===== config.mk =====
export PLATFORM = sky130hd
export DESIGN_NAME = spi_xfer_arbiter
export DESIGN_NICKNAME = d
export VERILOG_FILES = /design/src/rtl/spi_xfer_arbiter.sv
export SDC_FILE = /design/constraint.sdc
export NUM_CORES = 1
export LEC_CHECK = 0
export ABC_AREA = 1
export CAP_MARGIN = 40
export CORE_ASPECT_RATIO = 1.4
export CORE_UTILIZATION = 35
export CTS_CLUSTER_DIAMETER = 30
export DETAILED_ROUTE_END_ITERATION = 16
export GPL_ROUTABILITY_DRIVEN = 0
export HOLD_SLACK_MARGIN = 0.02
export PLACE_DENSITY = 0.69
export SLEW_MARGIN = 20
export SYNTH_ARGS = -nofsm -noshare
export SYNTH_HDL_FRONTEND = slang
export SYNTH_SLANG_ARGS = --single-unit

===== constraint.sdc =====
create_clock -name clk -period 3.3 [get_ports clk]
set_input_delay 0.33 -clock clk [delete_from_list [all_inputs] [get_ports clk]]
set_output_delay 0.33 -clock clk [all_outputs]
set_load 0.01 [all_outputs]

===== src/rtl/spi_xfer_arbiter.sv =====
// Round-robin arbiter that lends one SPI master to three requesters.
// Each grant sets up the master, holds it in reset/load, then counts sclk edges to completion.
module spi_xfer_arbiter #(
  parameter int WIDTH        = 8,
  parameter int SETUP_CYCLES = 2,
  parameter int TIMEOUT      = 64
) (
  input  logic               clk,
  input  logic               reset,
  input  logic [2:0]         req,
  input  logic [5:0]         req_mode,
  input  logic [5:0]         req_sel,
  input  logic [3*WIDTH-1:0] req_data,
  output logic [2:0]         gnt,
  output logic [2:0]         ack,
  output logic [WIDTH-1:0]   rx_data,
  output logic               err,
  output logic               busy,
  output logic               m_cpol,
  output logic               m_cpha,
  output logic [1:0]         m_select,
  output logic [WIDTH-1:0]   m_data,
  output logic               m_load,
  output logic               m_reset,
  input  logic               m_sclk,
  input  logic [WIDTH-1:0]   m_rx_data
);

  localparam int EDGES = 2 * WIDTH;
  localparam int EW    = $clog2(EDGES + 1);
  localparam int TW    = $clog2(TIMEOUT + 1);
  localparam int SW    = $clog2(SETUP_CYCLES + 1);

  typedef enum logic [1:0] {IDLE, SETUP, XFER, DONE} state_t;

  typedef struct packed {
    logic             cpol;
    logic             cpha;
    logic [1:0]       sel;
    logic [WIDTH-1:0] data;
  } xfer_req_t;

  xfer_req_t [2:0] rq;

  for (genvar i = 0; i < 3; i++) begin : g_req
    assign rq[i] = {req_mode[2*i+1], req_mode[2*i], req_sel[2*i+:2], req_data[WIDTH*i+:WIDTH]};
  end

  state_t           state_q;
  logic [2:0]       gnt_q, ack_q;
  logic [WIDTH-1:0] rx_q, data_q;
  logic             err_q, busy_q, cpol_q, cpha_q, load_q, mrst_q, sclk_q;
  logic [1:0]       sel_q, rr_last_q, gidx_q;
  logic [EW-1:0]    edge_cnt_q, edge_cnt_d;
  logic [TW-1:0]    tmo_cnt_q;
  logic [SW-1:0]    setup_cnt_q;

  function automatic logic [1:0] nxt(input logic [1:0] i);
    return (i == 2'd2) ? 2'd0 : i + 2'd1;
  endfunction

  // Scan order starts just after the last winner, so the last winner comes last.
  logic [1:0] c0, c1, pick;
  always_comb begin
    c0   = nxt(rr_last_q);
    c1   = nxt(c0);
    pick = rr_last_q;
    if (req[c0])      pick = c0;
    else if (req[c1]) pick = c1;
  end

  logic sclk_edge;
  assign sclk_edge  = m_sclk ^ sclk_q;
  assign edge_cnt_d = edge_cnt_q + {{(EW-1){1'b0}}, sclk_edge};

  always_ff @(posedge clk) begin
    if (reset) begin
      state_q     <= IDLE;
      gnt_q       <= '0;
      ack_q       <= '0;
      rx_q        <= '0;
      err_q       <= 1'b0;
      busy_q      <= 1'b0;
      cpol_q      <= 1'b0;
      cpha_q      <= 1'b0;
      sel_q       <= '0;
      data_q      <= '0;
      load_q      <= 1'b1;
      mrst_q      <= 1'b1;
      rr_last_q   <= 2'd2;
      gidx_q      <= '0;
      sclk_q      <= 1'b0;
      edge_cnt_q  <= '0;
      tmo_cnt_q   <= '0;
      setup_cnt_q <= '0;
    end else begin
      sclk_q <= m_sclk;
      ack_q  <= '0;
      case (state_q)
        IDLE: begin
          mrst_q <= 1'b0;
          load_q <= 1'b0;
          sel_q  <= '0;
          gnt_q  <= '0;
          busy_q <= 1'b0;
          err_q  <= 1'b0;
          if (|req) begin
            cpol_q      <= rq[pick].cpol;
            cpha_q      <= rq[pick].cpha;
            sel_q       <= rq[pick].sel;
            data_q      <= rq[pick].data;
            gnt_q       <= 3'b001 << pick;
            gidx_q      <= pick;
            busy_q      <= 1'b1;
            mrst_q      <= 1'b1;
            load_q      <= 1'b1;
            setup_cnt_q <= '0;
            state_q     <= SETUP;
          end
        end
        SETUP: begin
          // sclk_q keeps tracking here, so a CPOL swing while in reset is never an edge.
          edge_cnt_q <= '0;
          tmo_cnt_q  <= '0;
          if (setup_cnt_q == SW'(SETUP_CYCLES - 1)) begin
            mrst_q  <= 1'b0;
            load_q  <= 1'b0;
            state_q <= XFER;
          end else begin
            setup_cnt_q <= setup_cnt_q + 1'b1;
          end
        end
        XFER: begin
          edge_cnt_q <= edge_cnt_d;
          tmo_cnt_q  <= tmo_cnt_q + 1'b1;
          if (edge_cnt_d == EW'(EDGES)) begin
            ack_q   <= gnt_q;
            rx_q    <= m_rx_data;
            err_q   <= 1'b0;
            state_q <= DONE;
          end else if (tmo_cnt_q == TW'(TIMEOUT - 1)) begin
            ack_q   <= gnt_q;
            rx_q    <= m_rx_data;
            err_q   <= 1'b1;
            state_q <= DONE;
          end
        end
        DONE: begin
          rr_last_q <= gidx_q;
          gnt_q     <= '0;
          busy_q    <= 1'b0;
          sel_q     <= '0;
          err_q     <= 1'b0;
          state_q   <= IDLE;
        end
        default: state_q <= IDLE;
      endcase
    end
  end

  assign gnt      = gnt_q;
  assign ack      = ack_q;
  assign rx_data  = rx_q;
  assign err      = err_q;
  assign busy     = busy_q;
  assign m_cpol   = cpol_q;
  assign m_cpha   = cpha_q;
  assign m_select = sel_q;
  assign m_data   = data_q;
  assign m_load   = load_q;
  assign m_reset  = mrst_q;

endmodule


==> results of run 1 <==
==> worst max-delay path: cells and delay by family <==
kind | cells | cell delay (ns)
xor+xnor | 2 | 0.36
buf+inv | 3 | 0.67
fa+ha+maj | 2 | 0.39
simple gates | 6 | 0.78
==> routing by layer <==
layer  GRT usage, %  wire, microns
met1           19.6           2510
met2           32.7           3170
met3           4.24            279
met4           5.77             86
met5              0              0
==> Yosys cell counts <==
cell type | n | share of area [%]
sky130_fd_sc_hd__buf_1 | 2 | 0.30
sky130_fd_sc_hd__nand4_1 | 6 | 1.5
sky130_fd_sc_hd__nor2_1 | 50 | 7.5
sky130_fd_sc_hd__nand3_2 | 1 | 0.40
sky130_fd_sc_hd__nand2_2 | 2 | 0.50
sky130_fd_sc_hd__a21oi_1 | 21 | 4.2
sky130_fd_sc_hd__clkbuf_1 | 6 | 0.90
sky130_fd_sc_hd__nor3_1 | 5 | 1.0
sky130_fd_sc_hd__xor2_1 | 3 | 1.1
sky130_fd_sc_hd__xnor2_1 | 1 | 0.35
sky130_fd_sc_hd__buf_6 | 2 | 0.90
sky130_fd_sc_hd__inv_2 | 4 | 0.60
sky130_fd_sc_hd__a31oi_1 | 1 | 0.25
sky130_fd_sc_hd__or3_1 | 1 | 0.25
sky130_fd_sc_hd__nand2_1 | 109 | 16
sky130_fd_sc_hd__nor3_2 | 2 | 0.80
sky130_fd_sc_hd__ha_1 | 8 | 4.0
sky130_fd_sc_hd__nand2_4 | 3 | 1.4
sky130_fd_sc_hd__nand3_1 | 14 | 2.8
sky130_fd_sc_hd__clkinv_1 | 1 | 0.15
sky130_fd_sc_hd__nand2_8 | 1 | 0.80
sky130_fd_sc_hd__o21ai_0 | 23 | 4.6
sky130_fd_sc_hd__buf_4 | 2 | 0.60
sky130_fd_sc_hd__or2_2 | 2 | 0.50
sky130_fd_sc_hd__o211a_1 | 1 | 0.40
sky130_fd_sc_hd__o211ai_1 | 2 | 0.60
sky130_fd_sc_hd__nand3b_1 | 1 | 0.30
sky130_fd_sc_hd__nand3_4 | 1 | 0.70
sky130_fd_sc_hd__nor2_4 | 4 | 1.8
sky130_fd_sc_hd__inv_1 | 25 | 3.8
sky130_fd_sc_hd__a21oi_2 | 1 | 0.35
sky130_fd_sc_hd__o21bai_1 | 1 | 0.30
sky130_fd_sc_hd__dfxtp_1 | 50 | 40
==> stage by stage <==
stage	worst slack [ns]	util [%]	hold WS [ns]	instances	area, sq um
3_3_place_gp	0.781	48.5	0.436	521	3360
6_report	0.980	50.1	0.458	529	3470
5_1_grt	0.725	50.1	0.486	529	3470
3_5_place_dp	0.705	48.5	0.441	521	3360
4_1_cts	1.01	50.1	0.457	529	3470
2_1_floorplan	1.44	-	0.421	356	2500
==> sequential cells by signal, indices dropped and copies added, names as in the netlist <==
register and cells:
m_data 8, rx_data 8, tmo_cnt_q 7, edge_cnt_q 5, ack 3, gnt 3
gidx_q 2, m_select 2, rr_last_q 2, setup_cnt_q 2, state_q 2, busy 1
err 1, m_cpha 1, m_cpol 1, m_reset 1, sclk_q 1
==> area by class of cell <==
cell class | count | area [sq um] | share of cell area (%)
multi-input cells | 264 | 1320 | 37.9
flip-flops and latches | 50 | 1000 | 28.8
repair buffers | 82 | 813 | 23.4
well taps | 95 | 119 | 3.42
inverters | 30 | 113 | 3.24
clock buffers | 6 | 72.6 | 2.09
clock inverters | 2 | 37.5 | 1.08
==> power groups by stage <==
stage / logic [W] / clock network [W] / registers (W)
6_report: 0.000994 / 0.000432 / 0.000787
5_1_grt: 0.00112 / 0.000466 / 0.000805
4_1_cts: 0.00100 / 0.000444 / 0.000789
3_5_place_dp: 0.000998 / 0 / 0.000800
3_3_place_gp: 0.000985 / 0 / 0.000800
2_1_floorplan: 0.000619 / 0 / 0.000825
==> cells by family (layout without fill, tap and decap cells) <==
logic type / count (synthesis) / after routing / share of synthesized area (%)
buffers and inverters: 42 / 120 / 7.21
adder cells (fa/ha/maj): 8 / 8 / 4.01
AND/OR/NAND/NOR: 202 / 202 / 36.6
flip-flops: 50 / 50 / 40.1
AO/OA/AOI/OAI: 50 / 50 / 10.7
XOR/XNOR: 4 / 4 / 1.40
==> path summary, 6_finish.rpt <==
| path | endpoint | slack (ns) | depth (start not counted) |
|---|---|---|---|
| setup / recovery | rx_data[6] | 0.98 | 13 |
| hold reg to reg | tmo_cnt_q[5] | 0.46 | 1 |
| hold / removal | tmo_cnt_q[5] | 0.46 | 1 |
| setup reg to reg | rx_data[6] | 1.17 | 12 |
==> impl_table.tex, run 1 <==
\begin{tabular}{lr}
\hline
Metric & Value \\
\hline
\multicolumn{2}{l}{\textbf{Global route}} \\
Overall routing resource usage & 17.7\% \\
Antenna violations before repair & 0 \\
Largest net degree at the start of global routing & 25 \\
Total gr overflow & 0 \\
Vias in the first global route & 2411 \\
Global-route wire length before repair & 10400 microns \\
\multicolumn{2}{l}{\textbf{Drt}} \\
Number of detailed-routing iterations run before antenna repair & 4 \\
Final ANT Viol Nets & 0 \\
Via/cell ratio & 4.63 \\
DRC errors left & 0 \\
Vias after detailed routing & 2450 \\
Number of DRC markers after the initial detailed-route iteration & 109 \\
Routed WL & 6050 microns \\
Routed WL per cell & 11.4 microns \\
\multicolumn{2}{l}{\textbf{Die}} \\
Initial core utilization & 36.0\% \\
Floorplan die width & 73.4 microns \\
Chip height & 102 microns \\
Std-Cell Core Area & 6940 sq um \\
Die area & 7490 sq um \\
Row Count & 36 \\
I/O Pins & 80 \\
\multicolumn{2}{l}{\textbf{Setup path}} \\
Critical path data required time & 3.51 ns \\
List of cells traversed by the critical path & clkdlybuf4s50\_1 -> xor2\_1 -> ha\_1 -> ha\_1 -> nand3\_1 -> xnor2\_1 -> nand3\_1 -> nand2\_1 -> inv\_2 -> nor2\_4 -> inv\_2 -> nor2\_1 -> nor2\_1 \\
Kind of critical path & primary input to flip-flop \\
RR Startpoint & sclk\_q \\
CP Data Arrival Time & 2.53 ns \\
Sort of element at the start of the critical path & primary input \\
Cell with the biggest individual delay on the critical path & sky130\_fd\_sc\_hd\_\_clkdlybuf4s50\_1 \\
Highest cell delay on the worst timing path & 0.49 ns \\
Worst-path maximum fanout & 9 \\
Kind of end point of the critical path & flip-flop \\
Worst Setup SP & m\_sclk \\
\multicolumn{2}{l}{\textbf{STA}} \\
Setup Viol. Count Final & 0 \\
Post-route clock skew & 0.00564 ns \\
RSZ-0062 raised after global routing & false \\
Fmax & 0.431 GHz \\
Fraction of the cycle the final worst path needs & 70.3\% \\
Number of slew-limit violations in the final report & 0 \\
Sum Neg Setup Slack & 0 ns \\
Worst slew slack as a fraction of its limit & 52.6\% \\
Count of final hold-check violations & 0 \\
Slew at the pin with the worst max-slew slack & 0.709 ns \\
Minimum period implied by the final worst setup slack & 2.32 ns \\
\multicolumn{2}{l}{\textbf{Clocking}} \\
Number of setup buffers added after CTS & 0 \\
CTS Root Buffer Type & sky130\_fd\_sc\_hd\_\_clkbuf\_8 \\
Inserted Clock Buffers & 5 \\
Source-to-sink clock delay at the later pin of the worst-skew pair & 0.30 ns \\
Number of clock sinks seen by CTS & 50 \\
Resize count post-CTS & 0 \\
Maximum number of buffers from clock root to sink & 2 \\
CTS Hold Bufs & 0 \\
Clock input transition at the sequential cells of the worst setup and hold paths & 0.09 ns \\
Clock tree from TritonCTS & done \\
Level count of the clock H-tree & 2 \\
\multicolumn{2}{l}{\textbf{Run}} \\
Count of maximum capacitance violations & 0 \\
\multicolumn{2}{l}{\textbf{Logic synthesis}} \\
Post-synthesis instance area & 2500 sq um \\
Mapped Cells & 356 \\
Flip-flop and latch count after synthesis & 50 \\
Syn nets & 414 \\
Count of synthesis-stage warnings from yosys & 0 \\
Syn\_area\_per\_cell & 7.02 sq um \\
Count of distinct cell types in the synthesized netlist & 33 \\
Post-synthesis sequential area ratio & 40.1\% \\
\multicolumn{2}{l}{\textbf{Power and ir drop}} \\
Sw frac & 38.4\% \\
Cell Int Power & 0.00136 W \\
Post-layout power & 0.00221 W \\
Power density cells & 637 nW/um\^{}2 \\
Seq pwr share & 35.6\% \\
Leakage dissipation & 1.47 nW \\
Worst vdd rail ir drop & 392 uV \\
Combinational fraction of design power & 44.9\% \\
Clock power share & 19.5\% \\
Sw power & 0.000850 W \\
\multicolumn{2}{l}{\textbf{Finish}} \\
Antenna diode count & 0 \\
Filler cell count in the final layout & 699 \\
Most common cell after layout, fill and taps aside & sky130\_fd\_sc\_hd\_\_nand2\_1 \\
Syn-to-layout area delta & 39.0\% \\
Fraction of layout instances using a drive strength above 1 & 7.14\% \\
Commonest cells after routing, fill and taps aside & 109 x sky130\_fd\_sc\_hd\_\_nand2\_1, 79 x sky130\_fd\_sc\_hd\_\_clkdlybuf4s50\_1, 50 x sky130\_fd\_sc\_hd\_\_nor2\_1, 50 x sky130\_fd\_sc\_hd\_\_dfxtp\_1, 25 x sky130\_fd\_sc\_hd\_\_inv\_1 \\
Layout net count & 491 \\
\multicolumn{2}{l}{\textbf{Placement}} \\
Hpwl dp & 4570 microns \\
Number of port buffers & 79 \\
\multicolumn{2}{l}{\textbf{Worst hold path}} \\
Worst min-delay path class & flip-flop to flip-flop \\
Startpoint of the lowest-slack hold path & tmo\_cnt\_q[5] \\
\multicolumn{2}{l}{\textbf{Outcome}} \\
Outcome & finished, final reports clean \\
\hline
\end{tabular}
No activity file was read; power rests on OpenSTA's default activity.
==> run 2: changes to the inputs <==
- PLACE_DENSITY: 0.69 -> 0.72
- clock period: 3.3 -> 1.9 ns (I/O delays scaled with it)
==> impl_table.tex, run 2 (same netlist as run 1, synthesis figures left out) <==
\begin{tabular}{lr}
\hline
Metric & Value \\
\hline
\multicolumn{2}{l}{\textbf{Clocking}} \\
Clock tree from TritonCTS & done \\
Clock input transition at the sequential cells of the worst setup and hold paths & 0.10 ns (about the same) \\
CTS Root Buffer Type & sky130\_fd\_sc\_hd\_\_clkbuf\_8 \\
Maximum number of buffers from clock root to sink & 2 (unchanged) \\
Level count of the clock H-tree & 2 (unchanged) \\
Number of clock sinks seen by CTS & 50 (unchanged) \\
Inserted Clock Buffers & 5 (unchanged) \\
Source-to-sink clock delay at the later pin of the worst-skew pair & 0.31 ns (about the same) \\
\multicolumn{2}{l}{\textbf{Worst hold path}} \\
Worst min-delay path class & primary input to flip-flop \\
Hold depth & 3 (+2) \\
\multicolumn{2}{l}{\textbf{Global route}} \\
Largest net degree at the start of global routing & 25 (unchanged) \\
Overall routing resource usage & 17.5\% (-0.23 points) \\
Global-route wire length before repair & 10300 microns (-1.0\%) \\
Vias in the first global route & 2453 (+1.7\%) \\
Antenna violations before repair & 0 (unchanged) \\
Total gr overflow & 0 (unchanged) \\
\multicolumn{2}{l}{\textbf{Setup path}} \\
Worst Setup SP & sclk\_q \\
Worst setup slack for register-to-register paths & -0.07 ns (-1.24 ns) \\
Kind of critical path & flip-flop to flip-flop \\
Kind of end point of the critical path & flip-flop \\
Worst Reg2Reg Path Length in Cells & 12 (unchanged) \\
CP Data Arrival Time & 2.22 ns (-0.31 ns) \\
Worst-path maximum fanout & 4 (-5) \\
CP Capture Point & rx\_data[3] \\
Worst reg2reg endpoint & rx\_data[3] \\
Critical path data required time & 2.15 ns (-1.36 ns) \\
RR Startpoint & sclk\_q \\
Sort of element at the start of the critical path & flip-flop \\
\multicolumn{2}{l}{\textbf{Drt}} \\
Vias after detailed routing & 2546 (+3.9\%) \\
DRC errors left & 0 (unchanged) \\
Via/cell ratio & 4.70 (+1.4\%) \\
Number of DRC markers after the initial detailed-route iteration & 66 (-39\%) \\
Routed WL per cell & 11.5 microns (+0.13\%) \\
Number of detailed-routing iterations run before antenna repair & 4 (unchanged) \\
Routed WL & 6210 microns (+2.6\%) \\
Final ANT Viol Nets & 0 (unchanged) \\
\multicolumn{2}{l}{\textbf{Die}} \\
Row Count & 36 (unchanged) \\
I/O Pins & 80 (unchanged) \\
Floorplan die width & 73.4 microns (unchanged) \\
Die area & 7490 sq um (unchanged) \\
Initial core utilization & 36.0\% (unchanged) \\
Chip height & 102 microns (unchanged) \\
Std-Cell Core Area & 6940 sq um (unchanged) \\
\multicolumn{2}{l}{\textbf{Power and ir drop}} \\
Leakage dissipation & 1.55 nW (+5.5\%) \\
Worst vdd rail ir drop & 640 uV (+63\%) \\
Power density cells & 1090 nW/um\^{}2 (+71\%) \\
Post-layout power & 0.00403 W (+82\%) \\
\multicolumn{2}{l}{\textbf{STA}} \\
Sum Neg Setup Slack & -0.344 ns (-0.344 ns) \\
Minimum period implied by the final worst setup slack & 1.97 ns \\
Number of slew-limit violations in the final report & 0 (unchanged) \\
Fraction of the cycle the final worst path needs & 104\% \\
Post-route clock skew & 0.0104 ns (+0.00478 ns) \\
Worst slew slack as a fraction of its limit & 68.5\% (+16 points) \\
Count of final hold-check violations & 0 (unchanged) \\
Setup Viol. Count Final & 9 (+9) \\
Slew at the pin with the worst max-slew slack & 0.469 ns (-0.239 ns) \\
WHS & 0.253 ns (-0.205 ns) \\
RSZ-0062 raised after global routing & true \\
Worst setup slack after layout & -0.0686 ns (-1.05 ns) \\
Fmax & 0.508 GHz \\
\multicolumn{2}{l}{\textbf{Finish}} \\
Antenna diode count & 0 (unchanged) \\
Layout net count & 504 (+2.6\%) \\
Commonest cells after routing, fill and taps aside & 105 x sky130\_fd\_sc\_hd\_\_nand2\_1, 78 x sky130\_fd\_sc\_hd\_\_clkdlybuf4s50\_1, 48 x sky130\_fd\_sc\_hd\_\_dfxtp\_1 \\
Finished layout cell area & 3700 sq um (+6.6\%) \\
Syn-to-layout area delta & 48.1\% \\
Utilization after layout & 53.4\% (+3.3 points) \\
Fraction of layout instances using a drive strength above 1 & 14.3\% (+7.2 points) \\
Most common cell after layout, fill and taps aside & sky130\_fd\_sc\_hd\_\_nand2\_1 \\
\multicolumn{2}{l}{\textbf{Outcome}} \\
Violated checks & setup timing \\
Outcome & finished with violations \\
\multicolumn{2}{l}{\textbf{Run}} \\
Count of maximum capacitance violations & 0 (unchanged) \\
\multicolumn{2}{l}{\textbf{Placement}} \\
Hpwl dp & 4660 microns (+2.1\%) \\
Number of port buffers & 79 (unchanged) \\
Cell area reported after detailed placement & 3450 sq um (+2.5\%) \\
\hline
\end{tabular}
-- run 2: cell types whose count changed in the layout (fill, tap and decap cells not counted), sizes merged --
| cell | previous run | this run |
|---|---|---|
| buf | 3 | 16 |
| clkdlybuf4s50 | 79 | 78 |
| dlygate4sd2 | 0 | 1 |
| clkinvlp | 1 | 2 |
| clkbuf | 6 | 5 |
-- run 2: layer usage --
layer | global-route usage [%] | vias up | share of wire [%]
li1 | - | 1311 | -
met1 | 17.4 | 1161 | 39
met5 | 0 | - | 0
met3 | 4.34 | 11 | 4.5
met4 | 6.51 | 0 | 2.1
met2 | 34.0 | 63 | 54
-- run 2: critical path, cell delays in order (launching register included) --
cell,delay [ns]
sky130_fd_sc_hd__dfxtp_2,0.33
sky130_fd_sc_hd__xor2_1,0.15
sky130_fd_sc_hd__ha_2,0.20
sky130_fd_sc_hd__ha_4,0.18
sky130_fd_sc_hd__xor2_2,0.15
sky130_fd_sc_hd__nor3_2,0.15
sky130_fd_sc_hd__nand3_2,0.13
sky130_fd_sc_hd__nand2_2,0.10
sky130_fd_sc_hd__inv_2,0.05
sky130_fd_sc_hd__nor2_4,0.15
sky130_fd_sc_hd__buf_6,0.13
sky130_fd_sc_hd__o21ai_1,0.06
sky130_fd_sc_hd__nor2_1,0.12
-- run 2: worst min-delay path by stage --
stage / endpoint / startpoint
floorplan: sclk_q / m_sclk
global placement: tmo_cnt_q[5] / tmo_cnt_q[5]
detailed placement: tmo_cnt_q[5] / tmo_cnt_q[5]
CTS: sclk_q / m_sclk
global route: sclk_q / m_sclk
finish: sclk_q / m_sclk
-- run 2: through the flow --
step                cells  worst slack (ns)
floorplan             356            0.0921
CTS                   542           -0.0469
finish                542           -0.0686
detailed placement    529            -0.510
global route          542            -0.181
global placement      529            -0.418
-- run 2: area by class of cell --
| type | instances | area [sq um] |
|---|---|---|
| well taps | 95 | 119 |
| clock inverters | 3 | 45.0 |
| fillers | 685 | 3240 |
| clock buffers | 5 | 68.8 |
| inverters | 30 | 115 |
| repair buffers | 95 | 942 |
| multi-input cells | 264 | 1410 |
| flip-flops and latches | 50 | 1000 |
-- run 2: power by group --
part / leakage, nW / internal (W) / switching (W) / total [W]
Clock: 0.0504 / 0.000392 / 0.000376 / 0.000768
Combinational: 1.09 / 0.000854 / 0.00104 / 0.00189
Sequential: 0.409 / 0.00125 / 0.000120 / 0.00137
Total: 1.55 / 0.00250 / 0.00153 / 0.00403
-- run 2: timing repair --
item                       in CTS  in global routing
gates resized for setup        13                 17
pin swaps                       8                  9
hold buffers                    0                  0
setup endpoints to repair       9                 15
buffers inserted                5                  0
